$ cat config.mk
export PLATFORM = sky130hd
export DESIGN_NAME = ifetch_mem_responder
export DESIGN_NICKNAME = d
export VERILOG_FILES = /design/src/rtl/ifetch_mem_responder.sv
export SDC_FILE = /design/constraint.sdc
export NUM_CORES = 1
export LEC_CHECK = 0
export ABC_CLOCK_PERIOD_IN_PS = 33600
export CAP_MARGIN = 15
export CORE_ASPECT_RATIO = 2
export CORE_MARGIN = 5
export CORE_UTILIZATION = 50
export DETAILED_ROUTE_END_ITERATION = 12
export DONT_BUFFER_PORTS = 1
export GPL_TIMING_DRIVEN = 0
export PLACE_DENSITY_LB_ADDON = 0.12
export SYNTH_ARGS = -nofsm -noshare
export SYNTH_HDL_FRONTEND = slang
export SYNTH_SLANG_ARGS = --single-unit
$ cat constraint.sdc
create_clock -name clock -period 33.6 [get_ports clock]
set_clock_uncertainty 0.2 [all_clocks]
set_input_delay 6.72 -clock clock [delete_from_list [all_inputs] [get_ports clock]]
set_output_delay 6.72 -clock clock [all_outputs]
set_load 0.02 [all_outputs]
$ cat src/rtl/ifetch_mem_responder.sv
// Fetch-side memory responder: turns a fetch address into a two-beat line read and returns the 128-bit line.
// Optional one-entry line buffer enabled by defining IFETCH_RESP_LINEBUF_EN.
module ifetch_mem_responder #(
    parameter int ADDR_W = 64
) (
    input  logic              clock,
    input  logic              reset,
    input  logic              pc_index_valid,
    input  logic [ADDR_W-1:0] pc_index,
    output logic              pc_index_ready,
    output logic              pc_operation_done,
    output logic [127:0]      pc_read_inst,
    input  logic              redirect_valid,
    output logic              mem_req_valid,
    input  logic              mem_req_ready,
    output logic [ADDR_W-1:0] mem_req_addr,
    input  logic              mem_resp_valid,
    input  logic [63:0]       mem_resp_data,
    input  logic              linebuf_inval,
    output logic              busy
);

    // state | meaning
    // IDLE  | waiting for a fetch request
    // REQ   | burst request presented to memory
    // WAIT  | collecting the two response beats
    // DONE  | line assembled; deliver unless killed
    typedef enum logic [1:0] {IDLE, REQ, WAIT, DONE} state_t;

    state_t            state, state_next;
    logic              kill;
    logic              beat;
    logic [ADDR_W-5:0] line_tag;
    logic [127:0]      asm_line;
    logic              accept;
    logic              deliver;
    logic              lb_hit;
    logic [3:0]        unused_offset;

    assign unused_offset = pc_index[3:0];

`ifdef IFETCH_RESP_LINEBUF_EN
    logic              lb_valid;
    logic [ADDR_W-5:0] lb_tag;
    logic [127:0]      lb_data;

    assign lb_hit = lb_valid && (lb_tag == pc_index[ADDR_W-1:4]);

    // An invalidate in the same cycle as a delivery leaves the entry invalid.
    always_ff @(posedge clock or posedge reset) begin
        if (reset) begin
            lb_valid <= 1'b0;
            lb_tag   <= '0;
            lb_data  <= '0;
        end else begin
            if (linebuf_inval)
                lb_valid <= 1'b0;
            else if (deliver)
                lb_valid <= 1'b1;
            if (deliver) begin
                lb_tag  <= line_tag;
                lb_data <= asm_line;
            end
        end
    end
`else
    logic unused_inval;

    assign lb_hit       = 1'b0;
    assign unused_inval = linebuf_inval;
`endif

    always_comb begin
        state_next        = state;
        pc_index_ready    = 1'b0;
        pc_operation_done = 1'b0;
        accept            = 1'b0;
        deliver           = 1'b0;
        case (state)
            IDLE: begin
                pc_index_ready = !redirect_valid;
                if (pc_index_valid && !redirect_valid) begin
                    accept     = 1'b1;
                    state_next = lb_hit ? DONE : REQ;
                end
            end
            REQ: begin
                if (mem_req_ready)
                    state_next = WAIT;
            end
            WAIT: begin
                if (mem_resp_valid && beat)
                    state_next = DONE;
            end
            DONE: begin
                pc_operation_done = !kill && !redirect_valid;
                deliver           = !kill && !redirect_valid;
                state_next        = IDLE;
            end
            default: state_next = IDLE;
        endcase
    end

    always_ff @(posedge clock or posedge reset) begin
        if (reset)
            state <= IDLE;
        else
            state <= state_next;
    end

    // A redirect only suppresses delivery; the burst itself always runs to completion.
    always_ff @(posedge clock or posedge reset) begin
        if (reset) begin
            kill         <= 1'b0;
            beat         <= 1'b0;
            line_tag     <= '0;
            asm_line     <= '0;
            pc_read_inst <= '0;
        end else begin
            if (accept) begin
                kill     <= 1'b0;
                line_tag <= pc_index[ADDR_W-1:4];
`ifdef IFETCH_RESP_LINEBUF_EN
                if (lb_hit)
                    asm_line <= lb_data;
`endif
            end else if (redirect_valid && state != IDLE) begin
                kill <= 1'b1;
            end

            if (state == REQ && mem_req_ready)
                beat <= 1'b0;
            else if (state == WAIT && mem_resp_valid)
                beat <= beat + 1'b1;

            if (state == WAIT && mem_resp_valid) begin
                if (beat)
                    asm_line[127:64] <= mem_resp_data;
                else
                    asm_line[63:0]   <= mem_resp_data;
            end

            if (deliver)
                pc_read_inst <= asm_line;
        end
    end

    assign mem_req_valid = (state == REQ);
    assign mem_req_addr  = {line_tag, 4'b0000};
    assign busy          = (state != IDLE);

endmodule

* After elaboration in Yosys (flattened, before gate mapping) *
Cells that the tools add are included.

storage, ports and cells
  flip-flop bits (word level) = 320
  output and inout bits = 196
  logic and storage cells = 42

operators by class
  $add $sub $neg = 1
  eq/ne operators = 6
  mux-type cells = 12
  bitwise gates (word level) = 1
  reduce and logical (&&, ||, !) cells = 15

operator list
  operator                                                                 count
  1-bit 2-to-1 mux                                                         8
  2-bit one-hot mux with 4 select lines                                    1
  1-bit logical AND                                                        6
  2-bit 2-to-1 mux                                                         3
  2-bit nonzero test                                                       3
  2-bit equality test, second input constant                               2
  2-bit inequality test, second input constant                             2
  2-bit AND reduction                                                      2
  3-bit AND reduction                                                      1
  2-bit by 1-bit equality test with 1-bit output, second input constant    1
  1-bit logical NOT                                                        2
  2-bit logical NOT                                                        1
  2-bit by 1-bit inequality test with 1-bit output, second input constant  1
  1-bit adder, second input constant                                       1
  1-bit inverter                                                           1

* Depth between registers and ports, before layout *
  depth after elaboration = 5
  gate-level depth with buffers = 7
  depth with buffers taken out = 5

* Worst setup path before layout *
Ideal clock, no wire load.

  kind = input -> output
  from = in redirect_valid
  to = out pc_operation_done
  arrival = 7392 ps
  slack = 19288 ps
  cell stages on the path = 4
  path buffers = 2
  cells stage by stage = nor2_1 -> and2_1 -> buf_2 -> buf_4

on the way
  word-level cells in the longest chain between the ends = 3

ends and longest elaborated chain
  element            line  RTL
  from (decl)        13    input logic redirect_valid,
  1-bit logical NOT  96    pc_operation_done = !kill && !redirect_valid;
  1-bit logical AND  96
  1-bit 2-to-1 mux   79    case (state)
  to (decl)          11    output logic pc_operation_done,

No other way between the ends.

* Worst setup path after layout *
Same ends and word-level chain as after synthesis.

==> impl_metrics.toml <==
[clock_tree]
cts_made_buffers = 29
cts-resized-gates = 0
tritoncts = "done"
h-tree-depth = 1
cts_buffer_depth = 3
clkTransAtPathRegs_ps = 70
postCtsSetupRepairBufs = 0
clk-insertion-delay-late_ps = 540
cts_hold_buf = 0
clockRootBuffer = "sky130_fd_sc_hd__clkbuf_16"
clock_sink_count = 320

[critical_path]
worst-setup-path-type = "in2out"
cp-end-kind = "output pin"
worst-endpoint-required_ps = 26680
cp.arrival_ps = 7610
timing.critical_path.fanout_max = 10
crit_path_start_kind = "primary input"

[synthesis]
syn_avg_cell_area_um2 = 17.4
ys_seq_area_share_pct = 65.6
synth-warning-count = 0
synth.ff_latch_count = 320
syn-cell-area_um2 = 12200
synth_cell_type_count = 20
synth.top_cells.by_area = "sky130_fd_sc_hd__dfrtp_1, sky130_fd_sc_hd__mux2_2, sky130_fd_sc_hd__mux2_4, sky130_fd_sc_hd__buf_4, sky130_fd_sc_hd__buf_2"
syn_inst = 703
synth_top_area_share_pct = 65.6
synth_top_cell_by_area = "sky130_fd_sc_hd__dfrtp_1"

[timing]
whs_ps = 297
timing.final.max_slew_violations = 0
grt_setup_unrepaired = "false"
final_min_period_over_clock_period_pct = 43.2
max_clock_freq_ghz = 0.0688
timing_hold_violations_final = 0
worst_slew_pin_slew_ps = 946
relSlewSlack_pct = 36.9
setup_total_negative_slack_ps = 0
finalSetupViolations = 0
fin_crit_ps = 14530

[floorplan]
die-height_um = 231
rows = 81
pin_count = 331
fp.coreArea_um2 = 24300
initial_core_util_pct = 50.2
fp.dieArea_um2 = 27800
floorplan_die_width_um = 121

[global_route]
grt_pass1_vias = 6867
grt_overflow_total = 0
global_route.usage.total_pct = 18.6
grt_first_pass_wirelength_um = 40400
grt_max_degree = 139
grt_antenna_before_repair = 0

[flow_run]
max-cap-violations = 0

[final_layout]
finish.utilization_pct = 56.0
drive_gt1_share_pct = 53.0
mostFrequentLayoutCells = "sky130_fd_sc_hd__dfrtp_1, sky130_fd_sc_hd__mux2_2, sky130_fd_sc_hd__mux2_4"
nNetsFinal = 880
most_frequent_standard_cell_in_the_layout_excluding_fill_and_tap_cells = "sky130_fd_sc_hd__dfrtp_1"
syn2layout_area_growth_pct = 11.6
antenna-diode-count = 0
fillerInstances = 1911

[placed_design]
detailed_place_hpwl_um = 18900
globalplace.congestion = 0.812
placement.io_buffers = 0

[pwr]
areal_power_density_over_the_cells_nw_per_um2 = 108
irDropWorstVdd_uv = 56.7
totalPowerFinal_mw = 1.48
cellLeakagePower_nw = 6.42

[route]
detail_route.vias_per_cell = 5.65
dr_total_vias = 5928
wirelength_um = 26000
final_antenna_net_count = 0
wl_per_cell_um = 24.8
drt_drc_violations_left = 0
drt_initial_violations = 188
detail_route.first_pass.iterations = 4

[status]
outcome = "complete, no violations"

[min_path]
hold_path.class = "reg2reg"
## metal layers
layer | GRT usage, % | up-vias | routed length [µm]
li1 | - | 2512 | -
met5 | 0 | - | 0
met4 | 6.74 | 0 | 798
met2 | 32.8 | 210 | 13900
met1 | 19.6 | 3152 | 8610
met3 | 7.77 | 54 | 2680
## logic make-up (layout without fill, tap and decap cells)
| logic type | after synthesis | after routing | share of synthesized area (%) |
|---|---|---|---|
| flip-flops | 320 | 320 | 65.6 |
| AO/OA/AOI/OAI | 5 | 5 | 0.287 |
| adder cells (fa/ha/maj) | 6 | 6 | 0.615 |
| other | 1 | 4 | 0.0307 |
| buffers and inverters | 41 | 95 | 2.25 |
| AND/OR/NAND/NOR | 13 | 13 | 0.512 |
| multiplexers | 317 | 317 | 30.7 |
## flip-flops by register name, indices dropped and copies added, names as in the netlist
| name | flops |
|---|---|
| asm_line | 128 |
| pc_read_inst | 128 |
| line_tag | 60 |
| state | 2 |
| beat | 1 |
| kill | 1 |
## synthesized netlist by cell type (all sizes together)
master	count
a2bb2oi	1
conb	1
a221oi	1
ha	6
mux2	317
or2	1
nand2b	1
a22oi	1
dfrtp	320
inv	4
and2	1
nand2	4
nor2b	2
buf	37
nand3	1
a21oi	2
nor2	3
## critical path, cell delays in order
cell                     delay (ps)
sky130_fd_sc_hd__nor2_1         140
sky130_fd_sc_hd__and2_1         170
sky130_fd_sc_hd__buf_2          270
sky130_fd_sc_hd__buf_4          290
## where the power goes
part | leakage, nW | total, mW | switching (mW) | internal, mW
Clock | 0.477 | 0.335 | 0.139 | 0.197
Sequential | 3.97 | 0.850 | 0.274 | 0.576
Combinational | 1.98 | 0.291 | 0.0957 | 0.195
## layout make-up
cell class                 instances  area [µm²]  area share [%]
buffer                            37         260            1.91
tap                              290         363            2.66
inverter                           4        22.5           0.165
multi-input combinational        345        3940            28.9
clock buffer                      42         845            6.20
sequential                       320        8010            58.8
clock inverter                    10         130           0.955
timing repair buffer               2        55.1           0.404
## per-stage QoR
step           setup slack [ps]  area, µm²  std cells
2_1_floorplan             17820      12200        706
3_3_place_gp              15390      12600        996
3_5_place_dp              19030      12600        998
4_1_cts                   19040      13600       1050
5_1_grt                   18980      13600       1050
6_report                  19070      13600       1050
## worst paths after layout
kind,startpoint,cells after the start,endpoint,slack [ps]
max in group asynchronous,reset,2,asm_line[83],26180
setup reg to reg,state[0],6,line_tag[48],31040
hold reg to reg,asm_line[109],1,pc_read_inst[109],300
min in group asynchronous,reset,1,asm_line[47],6050
setup / recovery,redirect_valid,4,pc_operation_done,19070
hold / removal,asm_line[109],1,pc_read_inst[109],300
Power figures use the tool's default switching activity.
